<file path="src/rtl/cntr_prog_pkg.sv">
// Shared definitions for the programmable counter: mode encodings and a
// helper that tells which modes stop at the terminal value.
package cntr_prog_pkg;

    typedef enum logic [1:0] {
        MODE_WRAP    = 2'b00,
        MODE_SAT     = 2'b01,
        MODE_ONESHOT = 2'b10,
        MODE_RSVD    = 2'b11
    } cntr_mode_e;

    // Saturate and one-shot hold at the terminal value; wrap and reserved reload.
    function automatic logic holds_at_term(input cntr_mode_e m);
        return (m == MODE_SAT) || (m == MODE_ONESHOT);
    endfunction

endpackage

</file>
<file path="src/rtl/cntr_presc.sv">
// Enable prescaler: emits a one-cycle tick every presc+1 enabled cycles.
module cntr_presc
    import cntr_prog_pkg::*;
#(
    parameter int PRESC_WIDTH = 4
) (
    input  logic                   clk,
    input  logic                   rst_n,
    input  logic                   ena,
    input  logic                   clr,
    input  logic [PRESC_WIDTH-1:0] presc,
    output logic                   tick
);

    localparam logic [PRESC_WIDTH-1:0] PC_ONE = 1;

    logic [PRESC_WIDTH-1:0] pc;

    assign tick = ena && !clr && (pc == presc);

    // If presc drops below pc, pc keeps counting and wraps through all-ones.
    always_ff @(posedge clk or negedge rst_n) begin
        if (!rst_n) begin
            pc <= '0;
        end else if (clr) begin
            pc <= '0;
        end else if (ena) begin
            if (pc == presc) begin
                pc <= '0;
            end else begin
                pc <= pc + PC_ONE;
            end
        end
    end

endmodule

</file>
<file path="src/rtl/cntr_prog.sv">
// Programmable up/down counter with wrap/saturate/one-shot modes, prescaled
// enable, terminal-count pulse and sticky done flag.
module cntr_prog
    import cntr_prog_pkg::*;
#(
    parameter int COUNT_WIDTH = 8,
    parameter int PRESC_WIDTH = 4
) (
    input  logic                   clk,
    input  logic                   rst_n,
    input  logic                   ena,
    input  logic                   clr,
    input  logic                   load,
    input  logic [COUNT_WIDTH-1:0] load_val,
    input  logic                   dir,
    input  logic [1:0]             mode,
    input  logic [COUNT_WIDTH-1:0] limit,
    input  logic [PRESC_WIDTH-1:0] presc,
    output logic [COUNT_WIDTH-1:0] count,
    output logic                   tc,
    output logic                   done
);

    localparam logic [COUNT_WIDTH-1:0] CNT_ONE = 1;

    cntr_mode_e             mode_e;
    logic                   tick;
    logic                   step;
    logic                   at_term;
    logic                   advance;
    logic                   hit;
    logic [COUNT_WIDTH-1:0] next_count;
    logic [COUNT_WIDTH-1:0] term_val;

    assign mode_e = cntr_mode_e'(mode);

    cntr_presc #(
        .PRESC_WIDTH(PRESC_WIDTH)
    ) u_presc (
        .clk  (clk),
        .rst_n(rst_n),
        .ena  (ena),
        .clr  (clr | load),
        .presc(presc),
        .tick (tick)
    );

    assign step     = tick && !done;
    assign at_term  = dir ? (count >= limit) : (count == '0);
    assign term_val = dir ? limit : '0;

    // An advance is either a +/-1 move or a wrap reload; holds do not count.
    always_comb begin
        next_count = count;
        advance    = 1'b0;
        if (step) begin
            if (!at_term) begin
                next_count = dir ? (count + CNT_ONE) : (count - CNT_ONE);
                advance    = 1'b1;
            end else if (!holds_at_term(mode_e)) begin
                next_count = dir ? '0 : limit;
                advance    = 1'b1;
            end
        end
    end

    assign hit = advance && (next_count == term_val);

    always_ff @(posedge clk or negedge rst_n) begin
        if (!rst_n) begin
            count <= '0;
            tc    <= 1'b0;
            done  <= 1'b0;
        end else if (clr) begin
            count <= '0;
            tc    <= 1'b0;
            done  <= 1'b0;
        end else if (load) begin
            count <= load_val;
            tc    <= 1'b0;
            done  <= 1'b0;
        end else begin
            count <= next_count;
            tc    <= hit;
            if (hit && (mode_e == MODE_ONESHOT)) begin
                done <= 1'b1;
            end
        end
    end

endmodule
</file>
<file path="config.mk">
export PLATFORM = sky130hd
export DESIGN_NAME = cntr_prog
export DESIGN_NICKNAME = d
export VERILOG_FILES = /design/src/rtl/cntr_prog_pkg.sv /design/src/rtl/cntr_presc.sv /design/src/rtl/cntr_prog.sv
export SDC_FILE = /design/constraint.sdc
export NUM_CORES = 1
export LEC_CHECK = 0
export CORE_MARGIN = 5
export CORE_UTILIZATION = 31
export DETAILED_ROUTE_END_ITERATION = 16
export GPL_ROUTABILITY_DRIVEN = 1
export PLACE_DENSITY_LB_ADDON = 0.2
export REMOVE_ABC_BUFFERS = 1
export SLEW_MARGIN = 25
export SYNTH_ARGS = -nofsm -noshare
export SYNTH_HDL_FRONTEND = slang
export SYNTH_SLANG_ARGS = --single-unit
</file>
<file path="constraint.sdc">
create_clock -name clk -period 3.7 [get_ports clk]
set_input_delay 0.555 -clock clk [delete_from_list [all_inputs] [get_ports clk]]
set_output_delay 0.555 -clock clk [all_outputs]
set_load 0.1 [all_outputs]
</file>
==> results.sh <==
export IMPL_drc=0
export IMPL_areaGrowthSynthToFinish_pct=34.8
export IMPL_num_rows=28
export IMPL_hold_viol_final=0
export IMPL_power_frac_comb=0.510
export IMPL_async_flop_share=1.00
export IMPL_die_area_sq_um=7560
export IMPL_core_area_sq_um=5850
export IMPL_yosysSeqAreaShare=0.191
export IMPL_postCtsHoldBufs=0
export IMPL_cp_arrival_ns=3.53
export IMPL_cts_max_path_buffers=2
export IMPL_viasPerCell=5.26
export IMPL_synth_distinct_cells=58
export IMPL_worstMarginPinSlew_ns=0.975
export IMPL_cts_resized=0
export IMPL_critPathSlowestCell="or4_1"
export IMPL_critical_path_max_fanout=6
export IMPL_start_kind="input pin"
export IMPL_synthTopCellsByArea="dfrtp_1 19%, ha_1 11%, mux2i_1 6.0%"
export IMPL_diodes=0
export IMPL_io_buffers=37
export IMPL_fin_crit_ns=3.38
export IMPL_avgSynthCellArea_sq_um=8.16
export IMPL_cp_end_kind="flop"
export IMPL_p_per_area_nw_per_um2=245
export IMPL_drive_above_1_share=0.142
export IMPL_cts_root_buf="clkbuf_8"
export IMPL_most_common_layout_cells="37 x clkdlybuf4s50_1, 25 x buf_4, 18 x inv_1"
export IMPL_fin_tns_setup_ns=0
export IMPL_synth_warning_count=0
export IMPL_dpl_worst_slack_ns=0.0817
export IMPL_synth_top_area_share=0.191
export IMPL_htreeDepth=1
export IMPL_switching_share=0.398
export IMPL_synth_main_ff_cell="dfrtp_1"
export IMPL_rsz0062_at_grt="no"
export IMPL_nets=328
export IMPL_outcome="complete, no violations"
export IMPL_overflow=0
export IMPL_postRouteAntennaNets=0
export IMPL_drt_pass1_iter_count=4
export IMPL_first_global_vias=1841
export IMPL_slowest_delay_ns=0.51
export IMPL_power_leakage_nw=1.04
export IMPL_cts_setup_buffers=0
export IMPL_grt_start_max_net_pins=16
export IMPL_clock_sinks=14
export IMPL_drtIter0Drc=96
export IMPL_final_core_util=0.423
export IMPL_peakVddDrop_v=0.000144
export IMPL_syn_area_sq_um=1840
export IMPL_die_w_um=87.0
export IMPL_dp_hpwl_um=4510
export IMPL_clkTransAtPathRegs_ns=0.06
export IMPL_p_int_mw=0.365
export IMPL_synth_seq_cells=14
export IMPL_seq_power_share=0.282
export IMPL_synthCells=225
export IMPL_routed_wl_um=5660
export IMPL_antenna_found_initial=0
export IMPL_vias=1871
export IMPL_finalClockSkew_ns=0.00197
export IMPL_placed_cell_area_sq_um=2430
export IMPL_mostFrequentLayoutCell="clkdlybuf4s50_1"
export IMPL_cts_made_buffers=3
export IMPL_synth_edf_count=0
export IMPL_place_congestion=0.799
export IMPL_timing_final_crit_share=0.914
export IMPL_synth_top_area_cell="dfrtp_1"
export IMPL_clkLatencyLatePin_ns=0.24
export IMPL_fp_dieH_um=87.0
export IMPL_path_delay_family="compound AO/OA/AOI/OAI gates"
export IMPL_hold_class="reg -> reg"
export IMPL_clock_fmax_mhz=296
export IMPL_worst_path_buf_inv=2
export IMPL_p_clk_frac=0.208
export IMPL_start_util=0.314
export IMPL_cts_tree="done"
export IMPL_grt_pass1_wl_um=8940
export IMPL_relSlewSlack=0.348
export IMPL_cap_violations=0
export IMPL_drv_slew=0
export IMPL_crit_required_ns=3.85
export IMPL_p_sw_mw=0.241
export IMPL_path_cells="clkdlybuf4s50_1, inv_1, ha_1, a21o_1, a211oi_4, a211o_1, o21ai_4, a22o_1, or4_1, o211a_2, nor3b_1"
export IMPL_drt_wirelength_per_cell_um=15.9
export IMPL_setup_viol=0
export IMPL_grt_usage=0.149
export IMPL_setup_ws_ns=0.317
export IMPL_boundaryPins=38
export IMPL_crit_type="in -> reg"
export IMPL_final_area_sq_um=2470
-- worst min-delay path, cell delays in order, from the launching register on --
cell and delay, ns:
dfrtp_1 0.37, nand2_1 0.08, o31ai_2 0.05
-- per-stage QoR --
stage	hold WS, ns	cells	power (mW)
after floorplan	0.259	216	0.358
after global placement	0.522	353	0.481
after detailed placement	0.505	353	0.482
after CTS	0.530	356	0.614
after global routing	0.559	356	0.650
final	0.531	356	0.606
-- Yosys cell counts, types with 3 or more instances --
master    number
nor3b_1        3
o211ai_1       5
xnor2_1        7
mux2i_1       11
nand2b_1       5
inv_1         18
or3_1          3
nand2_1       17
nor2_1        15
a21oi_1       12
dfrtp_1       14
ha_1          16
o21ai_0       13
a211o_1        3
clkbuf_1       5
o22ai_1        4
a211oi_1       5
nor3_1         6
nor2b_1        4
nand3_1        5
-- path summary, 6_finish.rpt --
kind / cells past startpoint / from / endpoint / slack (ns)
max: 11 / limit[6] / tc$_DFF_PN0_ / 0.32
max reg2reg: 9 / count[6]$_DFF_PN0_ / tc$_DFF_PN0_ / 0.62
min reg2reg: 2 / done$_DFFE_PN0P_ / done$_DFFE_PN0P_ / 0.53
max in group asynchronous: 1 / rst_n / count[1]$_DFF_PN0_ / 2.55
min: 2 / done$_DFFE_PN0P_ / done$_DFFE_PN0P_ / 0.53
min in group asynchronous: 1 / rst_n / tc$_DFF_PN0_ / 0.72
-- layout make-up --
| cell class | count | area, sq um |
|---|---|---|
| inverters | 18 | 67.6 |
| multi-input cells | 184 | 1360 |
| fillers | 625 | 3380 |
| flip-flops and latches | 14 | 350 |
| clock buffers | 3 | 41.3 |
| repair buffers | 62 | 558 |
| well taps | 75 | 93.8 |
-- registers in the layout, indices dropped and copies added, names as in the netlist --
register    count
tc              1
done            1
u_presc.pc      4
count           8
-- kinds of logic (layout without fill, tap and decap cells) --
group           count (synthesis)  after routing  synth area share
compound gates                 74             74             0.304
simple gates                   73             73             0.216
buf+inv                        27             83            0.0661
fa+ha+maj                      17             17             0.120
flops                          14             14             0.191
mux                            11             11            0.0600
xor+xnor                        9              9            0.0429
-- routing by layer --
metal,global-route usage,vias to the layer above,share of wire
met4,0.0241,0,0.0028
met5,0,-,0
met2,0.254,37,0.48
met1,0.201,878,0.48
met3,0.0237,2,0.034
li1,-,954,-
-- power by group through the flow --
| stage | combinational (mW) | sequential (mW) | clock, mW |
|---|---|---|---|
| final | 0.309 | 0.171 | 0.126 |
| after floorplan | 0.146 | 0.212 | 0 |
| after detailed placement | 0.308 | 0.174 | 0 |
| after global placement | 0.306 | 0.174 | 0 |
| after CTS | 0.309 | 0.171 | 0.133 |
| after global routing | 0.334 | 0.172 | 0.144 |
Power figures use the tool's default switching activity.
